## src/rtl/hs32_alu_seq.sv

```systemverilog
// HS32 handshaked ALU: single-cycle arithmetic/logic/shift ops plus an
// iterative shift-add multiply, with valid/ready on both request and result.
module hs32_alu_seq #(
  parameter  int WIDTH = 32,
  localparam int SHW   = $clog2(WIDTH)
) (
  input  logic             clk,
  input  logic             reset,
  input  logic             valid_i,
  output logic             ready_o,
  input  logic [3:0]       op_i,
  input  logic [WIDTH-1:0] a_i,
  input  logic [WIDTH-1:0] b_i,
  input  logic [3:0]       fl_i,
  output logic             valid_o,
  input  logic             ready_i,
  output logic [WIDTH-1:0] r_o,
  output logic [3:0]       fl_o
);
  localparam logic [3:0] OP_MOV = 4'd0,  OP_ADD = 4'd1,  OP_SUB = 4'd2,  OP_ADC = 4'd3;
  localparam logic [3:0] OP_SBC = 4'd4,  OP_AND = 4'd5,  OP_OR  = 4'd6,  OP_XOR = 4'd7;
  localparam logic [3:0] OP_BIC = 4'd8,  OP_LSL = 4'd9,  OP_LSR = 4'd10, OP_ASR = 4'd11;
  localparam logic [3:0] OP_ROR = 4'd12, OP_MUL = 4'd13;
  localparam logic [SHW:0] LAST = (SHW+1)'(WIDTH-1);

  typedef enum logic [1:0] {S_IDLE, S_BUSY, S_DONE} state_t;
  state_t state, state_n;

  logic [SHW:0]       cnt;
  logic [WIDTH-1:0]   acc, mcand, mplier, acc_nxt;
  logic [1:0]         cv_q;
  logic               accept;

  assign ready_o = (state == S_IDLE) && !reset;
  assign valid_o = (state == S_DONE);
  assign accept  = valid_i && ready_o;

  // Single-cycle datapath, evaluated directly on the request inputs
  logic [SHW-1:0]      n;
  logic                is_sub, cin, c, v;
  logic [WIDTH-1:0]    bx, res;
  logic [WIDTH:0]      sum, lsl_t, lsr_t;
  logic signed [WIDTH:0] asr_t;
  logic [WIDTH-1:0]    ror_r;

  assign n      = b_i[SHW-1:0];
  assign is_sub = (op_i == OP_SUB) || (op_i == OP_SBC);
  assign bx     = is_sub ? ~b_i : b_i;
  assign cin    = (op_i == OP_SUB) ? 1'b1 :
                  ((op_i == OP_ADC) || (op_i == OP_SBC)) ? fl_i[1] : 1'b0;
  assign sum    = {1'b0, a_i} + {1'b0, bx} + {{WIDTH{1'b0}}, cin};
  // Extra bit on each shifter catches the last bit shifted out
  assign lsl_t  = {1'b0, a_i} << n;
  assign lsr_t  = {a_i, 1'b0} >> n;
  assign asr_t  = $signed({a_i, 1'b0}) >>> n;
  assign ror_r  = (a_i >> n) | (a_i << ((SHW+1)'(WIDTH) - {1'b0, n}));

  always_comb begin
    res = b_i;
    c   = fl_i[1];
    v   = fl_i[0];
    case (op_i)
      OP_ADD, OP_ADC: begin
        res = sum[WIDTH-1:0];
        c   = sum[WIDTH];
        v   = (a_i[WIDTH-1] == b_i[WIDTH-1]) && (res[WIDTH-1] != a_i[WIDTH-1]);
      end
      OP_SUB, OP_SBC: begin
        res = sum[WIDTH-1:0];
        c   = sum[WIDTH];
        v   = (a_i[WIDTH-1] != b_i[WIDTH-1]) && (res[WIDTH-1] != a_i[WIDTH-1]);
      end
      OP_AND: res = a_i & b_i;
      OP_OR:  res = a_i | b_i;
      OP_XOR: res = a_i ^ b_i;
      OP_BIC: res = a_i & ~b_i;
      OP_LSL: begin
        res = lsl_t[WIDTH-1:0];
        if (n != '0) c = lsl_t[WIDTH];
      end
      OP_LSR: begin
        res = lsr_t[WIDTH:1];
        if (n != '0) c = lsr_t[0];
      end
      OP_ASR: begin
        res = asr_t[WIDTH:1];
        if (n != '0) c = asr_t[0];
      end
      OP_ROR: begin
        res = ror_r;
        if (n != '0) c = ror_r[WIDTH-1];
      end
      default: res = b_i;
    endcase
  end

  assign acc_nxt = acc + (mplier[0] ? mcand : '0);

  always_comb begin
    state_n = state;
    case (state)
      S_IDLE: if (accept) state_n = (op_i == OP_MUL) ? S_BUSY : S_DONE;
      S_BUSY: if (cnt == LAST) state_n = S_DONE;
      S_DONE: if (ready_i) state_n = S_IDLE;
      default: state_n = S_IDLE;
    endcase
  end

  always_ff @(posedge clk) begin
    if (reset) begin
      state  <= S_IDLE;
      r_o    <= '0;
      fl_o   <= '0;
      cnt    <= '0;
      acc    <= '0;
      mcand  <= '0;
      mplier <= '0;
      cv_q   <= '0;
    end else begin
      state <= state_n;
      case (state)
        S_IDLE: if (accept) begin
          if (op_i == OP_MUL) begin
            acc    <= '0;
            mcand  <= a_i;
            mplier <= b_i;
            cv_q   <= fl_i[1:0];
            cnt    <= '0;
          end else begin
            r_o  <= res;
            fl_o <= {res[WIDTH-1], res == '0, c, v};
          end
        end
        S_BUSY: begin
          acc    <= acc_nxt;
          mcand  <= mcand << 1;
          mplier <= mplier >> 1;
          cnt    <= cnt + 1'b1;
          if (cnt == LAST) begin
            r_o  <= acc_nxt;
            fl_o <= {acc_nxt[WIDTH-1], acc_nxt == '0, cv_q};
          end
        end
        default: ;
      endcase
    end
  end
endmodule

```

## config.mk

```make
export PLATFORM = sky130hd
export DESIGN_NAME = hs32_alu_seq
export DESIGN_NICKNAME = d
export VERILOG_FILES = /design/src/rtl/hs32_alu_seq.sv
export SDC_FILE = /design/constraint.sdc
export NUM_CORES = 1
export LEC_CHECK = 0
export ABC_AREA = 0
export BUFFER_PORTS_ARGS = -buffer_cell sky130_fd_sc_hd__buf_2
export CORE_ASPECT_RATIO = 0.9
export CORE_MARGIN = 2
export CORE_UTILIZATION = 25
export CTS_BUF_LIST = sky130_fd_sc_hd__clkbuf_2
export CTS_CLUSTER_SIZE = 30
export DETAILED_ROUTE_END_ITERATION = 8
export SYNTH_ARGS = -nofsm -noshare
export SYNTH_HDL_FRONTEND = slang
export SYNTH_SLANG_ARGS = --single-unit
```

## constraint.sdc

```tcl
create_clock -name clk -period 6.1 [get_ports clk]
set_input_delay 0.305 -clock clk [delete_from_list [all_inputs] [get_ports clk]]
set_output_delay 0.305 -clock clk [all_outputs]
set_load 0.03 [all_outputs]
```

==> run summary <==
layout overhead on the synthesized area = 11.8%
fraction of post-synthesis cell area in the top cell type by area = 14.3%
number of antenna violations at the first check in global routing = 7
run status = completed
Pwr Density = 148 nW/um^2
Net Sw Frac = 48.4%
Routed wire per std cell = 28.3 microns
via density per instance = 6.18
sum of overflow across all layers after global routing = 0
CTS hold repair buffers = 55
number of CTS-inserted buffers = 17
CTS max path bufs = 2
DR vias = 23900
final routed wirelength across all metal layers = 110 mm
Setup WS post-layout = 1.07 ns
Seq cells post-synth = 141
horizontal die dimension = 301 microns
H-tree level count = 4
netlist area before placement = 19800 sq um
Least-Margin Pin Slew = 1.10 ns
Final nets = 2994
fill cell instance count of the final layout = 8741
clock root buffer master = clkbuf_2
# Max-Cap Violations = 0
clk sink count = 141
final weighted congestion of routability-driven global placement = 1.08
postcts setup bufs = 0
# DRC = 0
effective utilization at floorplan = 25.3%
flop2flop setup slack = 1.07 ns
part of the total power dissipated in combinational logic = 53.3%
highest ir drop seen on vdd = 0.0000938 V
Post-synth EDFFs = 0
top cell type by total area after synthesis = dfxtp_1
clock latency of the later-clocked register in the worst-skew pair = 0.81 ns
Max Clock Skew = 0.0492 ns
static leakage = 8.41 nW
synth top area cells = dfxtp_1 14%, nand2_1 7.1%, ha_1 6.3%
final number of setup-violating endpoints = 0
Clk network pwr share = 17.2%
most frequent cells after synthesis = 376 x nand2_1, 291 x nor2_1, 200 x a21oi_1, 194 x clkbuf_1, 193 x o21ai_0
Fmax achieved = 199 MHz
Critical Path Fanout Max = 33
All-Layer GR Usage = 26.0%
CTS tree = done
post-synthesis sequential area ratio = 14.3%
worst-case headroom to the max-slew limit = 25.9%
Synth Instances = 2805
hpwl dp = 82.5 mm
setup tns final = 0 ns
violation count after the first detailed-routing iteration = 3352
vias in the first global route = 21800
WS Path Type = flop to flop
net load switching power = 1.59 mW
count of buffers from port buffering = 111
global-route wire length before repair = 156 mm
Synth Warn # = 0
register share of total power = 29.5%
multi-input gate area in the final layout = 15600 sq um
share of layout cells above drive strength 1 = 14.1%
placeable core region = 78200 sq um
Clock transition at path regs = 0.22 ns
maximum number of pins on one net before global-route repair = 104
nets in the synthesized netlist = 2983
number of iterations in the first detailed-routing pass = 6
worst-case setup slack after placement = 1.01 ns
Vert. Die Dim = 271 microns
number of gates resized after cts = 0
Final Slew Violations = 0
class of the worst hold path = primary input to flop
ports placed on the boundary = 114
Final Hold Vio Count = 0
fraction of registers with async set/reset = 0%
min cycle time layout = 5.03 ns
ys flop type = dfxtp_1
mean instance size in the synthesized netlist = 7.05 sq um
RSZ-0062 raised after global routing = no
launching element type of the critical path = flop
Data required, critical path = 6.83 ns
die area = 81400 sq um
unique cell type count in the Yosys netlist = 91
kind of capture point of the worst setup path = flop
share of the clock period used by the worst path = 82.4%
cell internal power dissipation = 1.69 mW
most used standard cell by instance count after synthesis = nand2_1
arrival time reported for the critical path endpoint = 5.76 ns
antenna viol nets, final = 0
sequential cell area = 2820 sq um
Placement Rows = 97
## stage by stage
step | area [sq um] | hold WS [ns] | utilization [%] | power (mW) | cells
2_1_floorplan | 19800 | 0.433 | - | 2.01 | 2805
3_3_place_gp | 21300 | 0.441 | 27.3 | 2.63 | 3781
3_5_place_dp | 21300 | 0.446 | 27.3 | 2.62 | 3781
4_1_cts | 22100 | 0.0649 | 28.3 | 3.22 | 3868
5_1_grt | 22100 | 0.0665 | 28.3 | 3.40 | 3871
6_report | 22100 | 0.170 | 28.3 | 3.28 | 3875
## cells by family after synthesis
group	count (synthesis)	synth area share, %
fa+ha+maj	102	6.56
flops	141	14.3
mux	209	14.0
buf+inv	351	7.23
simple gates	1017	23.7
compound gates	914	31.1
xor+xnor	71	3.14
## state kept, by name, indices dropped and copies added (netlist names)
signal / cells
state: 2
fl_o: 3
cnt: 6
r_o: 32
mcand: 32
mplier: 32
cv_q: 2
acc: 32
## final timing paths
kind / startpoint / to / cells after the start
worst max-delay path: mplier[0] / fl_o[2] / 15
worst min-delay path: a_i[1] / mcand[1] / 4
worst max register to register: mplier[0] / fl_o[2] / 15
worst min register to register: cv_q[0] / cv_q[0] / 2
## routing by layer
metal / vias to the layer above / share of wire (%) / global-route usage (%)
met5: - / 0.055 / 0
li1: 10500 / - / -
met1: 11600 / 41 / 35.0
met2: 1536 / 41 / 37.6
met3: 313 / 12 / 7.04
met4: 4 / 5.9 / 13.4
## power by group through the flow
stage / clock (mW) / combinational [mW] / sequential [mW]
final: 0.565 / 1.75 / 0.967
after global routing: 0.615 / 1.82 / 0.970
after CTS: 0.581 / 1.68 / 0.966
after detailed placement: 0 / 1.64 / 0.984
after global placement: 0 / 1.65 / 0.984
after floorplan: 0 / 1.00 / 1.01
## cell usage in the layout (no fill, tap or decap), types with 55 or more instances in the layout
cell           Yosys  final
mux2_2            64     64
o21ai_0          193    193
a311oi_1          69     69
nand3_1           60     60
buf_2             40    107
nand2_1          376    376
mux2i_1           96     96
inv_1             87     87
buf_4              7     86
ha_1              99     99
nor2_1           291    289
dlygate4sd3_1      0     55
dfxtp_1          141    141
a21oi_1          200    200
## critical path: stages, from the launching register on
cell      delay (ns)
dfxtp_1         0.66
and2_1          0.30
ha_1            0.22
fa_1            0.45
a211oi_1        0.64
o21ai_0         0.35
nand4_1         0.18
buf_4           0.17
nand2_1         0.08
xor2_1          0.19
nor4_1          0.58
nand4_1         0.20
nor4_1          0.47
and4_1          0.34
a21oi_1         0.06
nand2_1         0.08
## final cells by class
type	instances	area share [%]
Antenna cell	7	0.0792
Multi-Input combinational cell	2313	70.5
Clock inverter	14	0.611
Tap cell	1039	5.88
Timing Repair Buffer	253	8.28
Inverter	90	1.53
Clock buffer	18	0.407
Sequential cell	141	12.8
No activity file was read; power rests on OpenSTA's default activity.
